<file path="src/rtl/display_pkg.sv">
// Shared types and constants for the TIME/DATE display scheduler.
// Mode encoding, view constants and a width helper.
package display_pkg;

  typedef enum logic [1:0] {
    MODE_AUTO   = 2'd0,
    MODE_MANUAL = 2'd1,
    MODE_EDIT   = 2'd2
  } mode_t;

  localparam logic SEL_TIME = 1'b0;
  localparam logic SEL_DATE = 1'b1;

  function automatic int max3(input int a, input int b, input int c);
    int m;
    m = (a > b) ? a : b;
    return (m > c) ? m : c;
  endfunction

endpackage

</file>
<file path="src/rtl/dwell_timer.sv">
// Saturating seconds counter with clear, increment enable and a
// terminal-count compare against a per-use limit.
module dwell_timer #(
  parameter int W = 4
) (
  input  logic         clk,
  input  logic         rst,
  input  logic         i_clr,
  input  logic         i_inc,
  input  logic [W-1:0] i_limit,
  output logic         o_done
);

  logic [W-1:0] r_cnt;

  // count ticks, clear on request, never wrap
  always_ff @(posedge clk) begin
    if (rst || i_clr) begin
      r_cnt <= '0;
    end else if (i_inc && (r_cnt != {W{1'b1}})) begin
      r_cnt <= r_cnt + 1'b1;
    end
  end

  assign o_done = (r_cnt == i_limit);

endmodule

</file>
<file path="src/rtl/display_scheduler.sv">
// Selects the TIME or DATE view: timed auto-cycling, manual toggle
// with a hold timeout, and a freeze on the field being edited.
module display_scheduler
  import display_pkg::*;
#(
  parameter int   TIME_DWELL  = 10,
  parameter int   DATE_DWELL  = 3,
  parameter int   MANUAL_HOLD = 30,
  parameter logic RESET_SEL   = 1'b0
) (
  input  logic       clk,
  input  logic       rst,
  input  logic       tick_1hz,
  input  logic       sel_p,
  input  logic       auto_en,
  input  logic       edit_active,
  input  logic       edit_sel,
  output logic       display_sel,
  output logic [1:0] mode,
  output logic       switch_p
);

  localparam int W =
    $clog2(max3(TIME_DWELL, DATE_DWELL, MANUAL_HOLD) + 1);

  mode_t        r_mode;
  mode_t        w_mode_nx;
  logic         r_sel;
  logic         w_sel_nx;
  logic         r_switch;
  logic         w_clr;
  logic         w_inc;
  logic         w_done;
  logic [W-1:0] w_limit;

  dwell_timer #(.W(W)) u_timer (
    .clk     (clk),
    .rst     (rst),
    .i_clr   (w_clr),
    .i_inc   (w_inc),
    .i_limit (w_limit),
    .o_done  (w_done)
  );

  // terminal count depends on the current mode and visible view
  always_comb begin
    w_limit = W'(MANUAL_HOLD - 1);
    unique case (r_mode)
      MODE_AUTO:
        w_limit = (r_sel == SEL_DATE) ? W'(DATE_DWELL - 1)
                                      : W'(TIME_DWELL - 1);
      MODE_MANUAL: w_limit = W'(MANUAL_HOLD - 1);
      default:     w_limit = '0;
    endcase
  end

  // next mode, next view and timer control, in event priority order
  always_comb begin
    w_mode_nx = r_mode;
    w_sel_nx  = r_sel;
    w_clr     = 1'b0;
    w_inc     = 1'b0;
    if (edit_active) begin
      w_mode_nx = MODE_EDIT;
      w_sel_nx  = edit_sel;
      w_clr     = 1'b1;
    end else if (r_mode == MODE_EDIT) begin
      w_mode_nx = MODE_MANUAL;
      w_clr     = 1'b1;
    end else if (sel_p) begin
      w_mode_nx = MODE_MANUAL;
      w_sel_nx  = ~r_sel;
      w_clr     = 1'b1;
    end else if (r_mode == MODE_AUTO) begin
      if (auto_en && tick_1hz) begin
        if (w_done) begin
          w_sel_nx = ~r_sel;
          w_clr    = 1'b1;
        end else begin
          w_inc = 1'b1;
        end
      end
    end else begin
      if (!auto_en) begin
        w_clr = 1'b1;
      end else if (tick_1hz) begin
        if (w_done) begin
          w_mode_nx = MODE_AUTO;
          w_sel_nx  = SEL_TIME;
          w_clr     = 1'b1;
        end else begin
          w_inc = 1'b1;
        end
      end
    end
  end

  // state, view and change-pulse registers
  always_ff @(posedge clk) begin
    if (rst) begin
      r_mode   <= MODE_AUTO;
      r_sel    <= RESET_SEL;
      r_switch <= 1'b0;
    end else begin
      r_mode   <= w_mode_nx;
      r_sel    <= w_sel_nx;
      r_switch <= (w_sel_nx != r_sel);
    end
  end

  assign display_sel = r_sel;
  assign mode        = r_mode;
  assign switch_p    = r_switch;

endmodule

</file>
<file path="config.mk">
export PLATFORM = sky130hd
export DESIGN_NAME = display_scheduler
export DESIGN_NICKNAME = d
export VERILOG_FILES = /design/src/rtl/display_pkg.sv /design/src/rtl/dwell_timer.sv /design/src/rtl/display_scheduler.sv
export SDC_FILE = /design/constraint.sdc
export NUM_CORES = 1
export LEC_CHECK = 0
export BUFFER_PORTS_ARGS = -buffer_cell sky130_fd_sc_hd__buf_2
export CELL_PAD_IN_SITES_DETAIL_PLACEMENT = 1
export CELL_PAD_IN_SITES_GLOBAL_PLACEMENT = 2
export CORE_UTILIZATION = 33
export DETAILED_ROUTE_END_ITERATION = 7
export PLACE_DENSITY = 0.8
export SETUP_SLACK_MARGIN = 0.5
export SLEW_MARGIN = 30
export SYNTH_ARGS = -nofsm -noshare
export SYNTH_HDL_FRONTEND = slang
export SYNTH_HIERARCHICAL = 1
export SYNTH_SLANG_ARGS = --single-unit
</file>
<file path="constraint.sdc">
create_clock -name clk -period 3.9 [get_ports clk]
set_input_delay 0.195 -clock clk [delete_from_list [all_inputs] [get_ports clk]]
set_output_delay 0.195 -clock clk [all_outputs]
set_load 0.05 [all_outputs]
</file>
==> results of run 1 <==
[through the flow]
step                      total power [mW]  instance area, sq um  cells  hold WS, ps
final                                0.220                   712    111          167
after global routing                 0.238                   712    111          156
after CTS                            0.224                   712    111          161
after detailed placement             0.153                   686    107          436
after global placement               0.153                   686    107          424
after floorplan                      0.140                   616     73          260
[final cells by class]
type	count	share of cell area (%)
multi-input cells	59	57.5
flip-flops and latches	9	25.3
repair buffers	10	7.03
well taps	25	4.39
clock buffers	4	3.69
inverters	4	2.11
[power by group through the flow]
stage	clock (mW)	combinational, mW	sequential (mW)
after detailed placement	0	0.0510	0.102
after floorplan	0	0.0289	0.111
after global routing	0.0811	0.0558	0.101
after global placement	0	0.0506	0.102
final	0.0688	0.0509	0.100
after CTS	0.0725	0.0514	0.100
[worst register-to-register path, stage by stage, from the launching register on]
cell,delay (ps)
dfxtp_1,520
inv_1,100
a21oi_1,240
xnor2_1,160
nand3_1,90
nor3_1,320
inv_1,120
ha_1,290
nor3_1,240
or2_0,170
a31oi_1,110
a211oi_2,200
[Yosys cell counts (all sizes together)]
| cell type | n |
|---|---|
| a211oi | 1 |
| a21o | 1 |
| a21oi | 5 |
| a31oi | 1 |
| a41oi | 2 |
| and2 | 1 |
| and2b | 1 |
| and3 | 2 |
| buf | 1 |
| dfxtp | 9 |
| ha | 3 |
| inv | 4 |
| mux2i | 1 |
| nand2 | 6 |
| nand2b | 1 |
| nand3 | 4 |
| nand3b | 1 |
| nor2 | 8 |
| nor2b | 2 |
| nor3 | 3 |
| o211a | 1 |
| o211ai | 1 |
| o21a | 1 |
| o21ai | 1 |
| o31ai | 2 |
| or2 | 2 |
| or3 | 1 |
| xnor2 | 4 |
| xor2 | 3 |
[kinds of logic (layout without fill, tap and decap cells)]
| family | count (synthesis) | after routing | synth area share [%] |
|---|---|---|---|
| and+or+nand+nor | 32 | 32 | 28.5 |
| AOI/OAI and AO/OA | 16 | 16 | 20.3 |
| DFF | 9 | 9 | 29.3 |
| xor gates and xnor gates | 7 | 7 | 9.96 |
| buffers and inverters | 5 | 18 | 4.27 |
| adders and majority gates | 3 | 3 | 6.10 |
| muxes | 1 | 1 | 1.63 |
[per-layer routing]
| metal | part of all wire, % | GRT usage (%) |
|---|---|---|
| met4 | 0.69 | 5.45 |
| met2 | 43 | 22.3 |
| met3 | 3.2 | 3.60 |
| met1 | 53 | 22.1 |
| met5 | 0 | 0 |
[worst paths after layout]
path                                        from                to  slack (ps)  depth (start not counted)
worst min register to register  u_timer/r_cnt[4]  u_timer/r_cnt[4]         500                          2
worst max-delay path                     mode[0]          switch_p        1270                         11
worst max register to register           mode[0]          switch_p        1270                         11
worst min-delay path                         rst          switch_p         170                          2
[sequential cells by signal (all words and copies together) (netlist names)]
signal / count
u_timer/r_cnt: 5
mode: 2
display_sel: 1
switch_p: 1
==> impl_results.md, run 1 <==
- Status: finished clean
- Mapped Avg Cell Area: ~8.4 sq um
- WP data arrival: ~2800 ps
- Die H: around 45 um
- Synth Register Bits: 9
- Core ar.: ~0.0017 sq mm
- Fin Setup TNS: 0 ps
- RSZ-0062 raised after global routing: no
- Largest net degree at the start of global routing: 10
- Hpwl dp: ~1100 um
- CTS tree: done
- Initial antenna violation count: 0
- Vias per inst: 4.88
- Yosys warns: 6
- First-pass GRT wire length: about 2300 um
- Commonest cells after routing, fill and taps aside: buf_2 (10), dfxtp_1 (9), nor2_1 (8)
- Clock Pin Slew Worst Setup and Hold Paths: roughly 60 ps
- H-tree depth: 1
- Setup ws final: 1270 ps
- Vias in the first global route: 517
- Seq pwr share: a little under half
- Final WL: about 1300 um
- Net Sw Power: between 0.06 and 0.07 mW
- Critical Path RT: roughly 4000 ps
- Slowest Stage Delay on Critical Path: between 500 and 600 ps
- Die Width: ~45 um
- Avg WL per Cell: ~12 um
- Slowest-stage cell, CP: dfxtp_1
- Power Dens Cells: approximately 310 mW/mm^2
- Fin nets: a little under 100
- Slew Limit Fails: 0
- Worst min path class: in2reg
- Sw Share: between 30% and 40%
- CTS sink count: 9
- Remaining DRCs: 0
- Cell row count: 15
- Routed Antenna Nets: 0
- Io pins: 11
- N_diodes: 0
- GR Overflow Total: 0
- Final setup violation count: 0
- FILL cells: 222
- Number of DRC markers in iteration 0: 7
- Fin Clk Skew: 2.59 ps
- Period utilization: 67.4%
- Leading area contributor after synthesis: dfxtp_1
- Gate power share: 23.2%
- Area Growth Syn to Fin: 15.7%
- TritonRoute pass-1 iters: 3
- Startpoint types: flop
- Post-synth top area share: 29.3%
- Cell family with most CP delay: simple AND/OR/NAND/NOR gates
- Leakage power: roughly 0.3 nW
- Post-place setup slack: between 1000 and 1500 ps
- VDD IR max: between 0.2 and 0.25 mV
- Top area cells in the synthesized netlist: dfxtp_1 (29%), ha_1 (6.1%), xnor2_1 (5.7%)
- Syn Nets: 83
- Post-layout minimum cycle time: about 2600 ps
- Slew HR: ~77%
- Clock buffer depth: 2
- Initial Util: 35.3%
- Overall Global Routing Usage: 15.4%
- Mapped Cells: 73
- Register Area: around 180 sq um
- Clock insertion delay at the later pin of the skew report: approximately 250 ps
- Critical Path, Cell by Cell: inv_1, a21oi_1, xnor2_1, nand3_1, nor3_1, inv_1, ha_1, nor3_1, or2_0, a31oi_1, a211oi_2
- Post-CTS setup buffers: 0
- WS Path Type: reg2reg
- Mapped cell area: ~620 sq um
- Internal Power: ~0.15 mW
- Commonest non-fill, non-tap cell in the layout: buf_2
- Post-synthesis cell type count: 32
- Bufs and invs on worst path: 2
- Final hold violations: 0
- DR vias: approximately 540
- F_max: 0.380 GHz
- CP max FO: 9
- Post-CTS sizing: 0
- Port buffer count: 10
- Worst-Margin Slew: roughly 340 ps
- Die area: 0.00204 sq mm
- Clock share of power: between 30% and 40%
- Share of cells above drive strength 1: between 20% and 30%
- Gpl congestion: about 0.8
- Area of the multi-input gates: just over 400 sq um
- Sequential area share after synthesis: between 20% and 30%
- Num CTS Buffers: 3
- Util after Layout: slightly above 40%
- Post-CTS Hold Buffers: 0
- Crit end category: flop
- Root Buffer: clkbuf_4
- Max-cap viol count: 0
No activity file was read; power rests on OpenSTA's default activity.
==> inputs of run 2 (changes only) <==
- CORE_UTILIZATION: 33 -> 28
- PLACE_DENSITY: 0.8 -> 0.73
- clock period: 3.9 -> 2.4 ns (I/O delays scaled with it)
==> impl_results.md, run 2 (synthesis gave the netlist of run 1 again) <==
- RSZ-0062 raised after global routing: yes (was no)
- Commonest cells after routing, fill and taps aside: buf_2 (10), nor2_1 (6), nand2_1 (6), buf_4 (6), dfxtp_1 (6) (was buf_2 (10), dfxtp_1 (9), nor2_1 (8))
- First-pass GRT wire length: 2540 um (was 2260 um)
- Fin Clk Skew: 0.723 ps (was 2.59 ps)
- Top reg by flops: u_timer/r_cnt (unchanged)
- Placed insts: 109 (was 107)
- Commonest non-fill, non-tap cell in the layout: buf_2 (unchanged)
- Final setup violation count: 0 (unchanged)
- Largest net degree at the start of global routing: 9 (was 10)
- Port buffer count: 10 (unchanged)
- Leakage power: 0.349 nW (was 0.299 nW)
- Critical Path RT: 2580 ps (was 4080 ps)
- Power Dens Cells: 457 mW/mm^2 (was 309 mW/mm^2)
- Io pins: 11 (unchanged)
- Fin Setup TNS: 0 ps (unchanged)
- N_diodes: 0 (unchanged)
- Post-layout minimum cycle time: 2140 ps (was 2630 ps)
- Crit end category: flop (unchanged)
- Period utilization: 89.3% (was 67.4%)
- H-tree depth: 1 (unchanged)
- Remaining DRCs: 0 (unchanged)
- Root Buffer: clkbuf_4 (unchanged)
- Routed Antenna Nets: 0 (unchanged)
- Layout Cells excl Fill: 119 (was 111)
- TritonRoute pass-1 iters: 3 (unchanged)
- Slew Limit Fails: 0 (unchanged)
- Status: finished clean (unchanged)
- Gpl congestion: 0.720 (was 0.804)
- Slew HR: 76.1% (was 77.5%)
- Die H: 48.9 um (was 45.2 um)
- Initial Util: 30.4% (was 35.3%)
- Clock Pin Slew Worst Setup and Hold Paths: 60 ps (about the same)
- Startpoint types: flop (unchanged)
- Die Width: 48.9 um (was 45.2 um)
- Die area: 0.00239 sq mm (was 0.00204 sq mm)
- Fin nets: 103 (was 97)
- Avg WL per Cell: 13.3 um (was 11.7 um)
- Number of flip-flops in the largest register: 5 (unchanged)
- WS Path Type: reg2reg (unchanged)
- F_max: 0.467 GHz (was 0.380 GHz)
- Num CTS Buffers: 3 (unchanged)
- Cell row count: 16 (was 15)
- Overall Global Routing Usage: 13.5% (was 15.4%)
- Hold_ws: 82.7 ps (was 167 ps)
- CTS tree: done (unchanged)
- CP max FO: 4 (was 9)
- Worst-Margin Slew: 355 ps (was 337 ps)
- DR vias: 591 (was 542)
- Initial antenna violation count: 0 (unchanged)
- Clock buffer depth: 2 (unchanged)
- Vias per inst: 4.97 (was 4.88)
- Worst min path class: in2reg (unchanged)
- Final hold violations: 0 (unchanged)
- GR Overflow Total: 0 (unchanged)
- Clock insertion delay at the later pin of the skew report: 250 ps (about the same)
- Final WL: 1580 um (was 1300 um)
- Hpwl dp: 1140 um (was 1080 um)
- Post-CTS Hold Buffers: 0 (unchanged)
- VDD IR max: 0.327 mV (was 0.211 mV)
- CTS sink count: 9 (unchanged)
- Max-cap viol count: 0 (unchanged)
- WP data arrival: 2320 ps (was 2810 ps)
- Core ar.: 0.00202 sq mm (was 0.00175 sq mm)
- Vias in the first global route: 596 (was 517)
- Util after Layout: 42.0% (was 40.8%)
- Area Growth Syn to Fin: 37.8% (was 15.7%)
- Number of DRC markers in iteration 0: 6 (was 7)
- Share of cells above drive strength 1: 47.8% (was 24.4%)
- Pwr Total: 0.388 mW (was 0.220 mW)
[run 2: through the flow]
step / instance area (sq um) / worst slack, ps
2_1_floorplan: 669 / 272
4_1_cts: 815 / 292
3_3_place_gp: 738 / 297
6_report: 848 / 258
5_1_grt: 848 / 185
3_5_place_dp: 738 / 262
[run 2: worst paths after layout]
kind	startpoint	end	slack, ps	cells past startpoint
setup / recovery	mode[1]	switch_p	260	11
hold / removal	rst	switch_p	80	2
setup reg to reg	mode[1]	switch_p	260	11
hold reg to reg	u_timer/r_cnt[4]	u_timer/r_cnt[4]	500	2
[run 2: worst max-delay path, stage by stage (launching register included)]
cell	delay, ps
dfxtp_4	370
nor2_4	110
and2_4	150
xnor2_2	100
nand3_1	90
nor3_2	230
inv_2	90
ha_4	260
nor3_2	40
o31ai_2	280
o211ai_2	160
a211oi_2	180
[run 2: timing repair]
action,CTS,global route
pin swaps,1,8
setup buffers,4,2
endpoints found under the setup margin,6,7
hold endpoints to repair,0,0
resized for setup,4,4
[run 2: where the power goes]
group          total, mW  switching [mW]  leakage, nW  internal (mW)
sequential         0.164         0.00992       0.0753          0.154
combinational      0.109          0.0626        0.256         0.0468
clock              0.115          0.0533       0.0177         0.0614
total              0.388           0.126        0.349          0.262
[run 2: layout make-up]
| class | count | area, sq um |
|---|---|---|
| fillers | 250 | 1170 |
| multi-input cells | 59 | 483 |
| flip-flops and latches | 9 | 191 |
| repair buffers | 16 | 95.1 |
| well taps | 27 | 33.8 |
| clock buffers | 3 | 22.5 |
| inverters | 4 | 17.5 |
| clock inverters | 1 | 5.00 |
[run 2: per-layer routing]
| metal | wire length (um) | part of all wire, % | vias to the layer above | track usage [%] |
|---|---|---|---|---|
| li1 | - | - | 300 | - |
| met1 | 808 | 51 | 284 | 18.9 |
| met2 | 729 | 46 | 7 | 21.5 |
| met3 | 41 | 2.6 | 0 | 2.49 |
| met4 | 0 | 0 | 0 | 2.94 |
| met5 | 0 | 0 | - | 0 |
==> inputs of run 3 (changes only) <==
- MAX_ROUTING_LAYER: not set -> met4
==> impl_results.md, run 3 (synthesis gave the netlist of run 1 again) <==
- Status: finished clean (unchanged)
- H-tree depth: 1 (unchanged)
- Worst reg2reg path startpoint: mode[1] (unchanged)
- Setup ws final: 274 ps (was 258 ps)
- Crit path top cell by count: nor3_2 (unchanged)
- Leakage power: 0.349 nW (unchanged)
- Post-place setup slack: 262 ps (unchanged)
- Routed Antenna Nets: 0 (unchanged)
- Gpl congestion: 0.729 (was 0.720)
- Worst-Margin Slew: 359 ps (was 355 ps)
- Fin Clk Skew: 0.732 ps (was 0.723 ps)
- First-pass GRT wire length: 2540 um (unchanged)
- F_max: 0.470 GHz (was 0.467 GHz)
- GR Overflow Total: 0 (unchanged)
- Post-CTS Hold Buffers: 0 (unchanged)
- Crit end category: flop (unchanged)
- TritonRoute pass-1 iters: 3 (unchanged)
- Number of DRC markers in iteration 0: 7 (was 6)
- Clock Pin Slew Worst Setup and Hold Paths: 60 ps (about the same)
- Max-cap viol count: 0 (unchanged)
- Power Dens Cells: 457 mW/mm^2 (about the same)
- WS Path Type: reg2reg (unchanged)
- Core ar.: 0.00202 sq mm (unchanged)
- N_diodes: 0 (unchanged)
- Die area: 0.00239 sq mm (unchanged)
- Slowest-stage cell, CP: dfxtp_4 (unchanged)
- Reg-to-reg slack, setup: 270 ps (was 260 ps)
- CTS sink count: 9 (unchanged)
- Root Buffer: clkbuf_4 (unchanged)
- Slowest Stage Delay on Critical Path: 370 ps (about the same)
- Final setup violation count: 0 (unchanged)
- Fin nets: 103 (unchanged)
- CTS tree: done (unchanged)
- Commonest non-fill, non-tap cell in the layout: buf_2 (unchanged)
- Initial Util: 30.4% (unchanged)
- Slew HR: 75.9% (was 76.1%)
- FILL cells: 250 (unchanged)
- Largest net degree at the start of global routing: 9 (unchanged)
- Register-to-Register Path Depth: 11 (unchanged)
- Die Width: 48.9 um (unchanged)
- Critical Path RT: 2580 ps (about the same)
- RSZ-0062 raised after global routing: yes (unchanged)
- Hpwl dp: 1140 um (unchanged)
- Crit Reg-Reg Endpoint: switch_p (unchanged)
- Overall Global Routing Usage: 13.9% (was 13.5%)
- Finished layout cell area: 848 sq um (unchanged)
- Num CTS Buffers: 3 (unchanged)
- Cell family with most CP delay: simple AND/OR/NAND/NOR gates (was compound AO/OA/AOI/OAI gates)
- CP max FO: 4 (unchanged)
- Share of cells above drive strength 1: 47.8% (unchanged)
- Hold endpoint: switch_p (unchanged)
- Commonest cells after routing, fill and taps aside: buf_2 (10), nor2_1 (6), nand2_1 (6), buf_4 (6), dfxtp_1 (6) (unchanged)
- Final WL: 1570 um (was 1580 um)
- Post-layout minimum cycle time: 2130 ps (was 2140 ps)
- Number of flip-flops in the largest register: 5 (unchanged)
- Bufs and invs on worst path: 1 (unchanged)
- Worst min path class: in2reg (unchanged)
- DR vias: 591 (unchanged)
- Min-Delay Path Depth: 2 (unchanged)
- Io pins: 11 (unchanged)
- Remaining DRCs: 0 (unchanged)
- Top reg by flops: u_timer/r_cnt (unchanged)
- Period utilization: 88.6% (was 89.3%)
- Startpoint types: flop (unchanged)
- VDD IR max: 0.327 mV (about the same)
- Fin Setup TNS: 0 ps (unchanged)
- WP data arrival: 2310 ps (was 2320 ps)
- Initial antenna violation count: 0 (unchanged)
- Clock insertion delay at the later pin of the skew report: 250 ps (about the same)
- Placed cell area: 738 sq um (unchanged)
- Cell row count: 16 (unchanged)
- Vias per inst: 4.97 (unchanged)
- Port buffer count: 10 (unchanged)
- Avg WL per Cell: 13.2 um (was 13.3 um)
- Vias in the first global route: 596 (unchanged)
- Final hold violations: 0 (unchanged)
- Die H: 48.9 um (unchanged)
- HP Start: rst (unchanged)
- Slew Limit Fails: 0 (unchanged)
- Clock buffer depth: 2 (unchanged)
- Area Growth Syn to Fin: 37.8% (unchanged)
- Critical Path, Cell by Cell: nor2_4, and2_4, xnor2_2, nand3_1, nor3_2, inv_2, ha_4, nor3_2, o31ai_2, o211ai_2, a211oi_2 (unchanged)
run 3: area by class of cell:
class	count	area (sq um)	area share [%]
repair buffers	16	95.1	11.2
clock inverters	1	5.00	0.590
inverters	4	17.5	2.06
clock buffers	3	22.5	2.65
flip-flops and latches	9	191	22.6
well taps	27	33.8	3.98
multi-input cells	59	483	56.9
run 3: timing repair:
action	CTS	global route
pin swaps	1	8
buffers inserted	4	2
resized for setup	4	4
endpoints found under the setup margin	6	7
run 3: per-stage QoR:
step                power [mW]  std cells  util, %  hold WS (ps)
global placement         0.260        109     36.5           348
floorplan                0.237         73        -           183
CTS                      0.387        117     40.3          76.3
finish                   0.388        119     42.0          78.3
detailed placement       0.259        109     36.5           353
global route             0.410        119     42.0          81.4
run 3: power breakdown:
| group | internal (mW) | leakage (nW) | switching [mW] |
|---|---|---|---|
| registers | 0.154 | 0.0753 | 0.00985 |
| clock network | 0.0614 | 0.0177 | 0.0533 |
| logic | 0.0468 | 0.256 | 0.0626 |
run 3: worst max-delay path by stage:
stage | endpoint | slack [ps] | start | cells past startpoint
floorplan | switch_p | 270 | mode[0] | 12
finish | switch_p | 270 | mode[1] | 11
detailed placement | switch_p | 260 | mode[0] | 11
global route | switch_p | 180 | mode[1] | 11
CTS | switch_p | 290 | mode[1] | 11
global placement | switch_p | 300 | mode[0] | 11
run 3: routing by layer:
layer  vias to the layer above  wire, um  share of wire [%]  track usage, %
met2                         7       729                 46            21.5
met5                         -         0                  0               -
met1                       285       800                 51            18.9
li1                        299         -                  -               -
met4                         0         0                  0            2.94
met3                         0        41                2.6            2.49
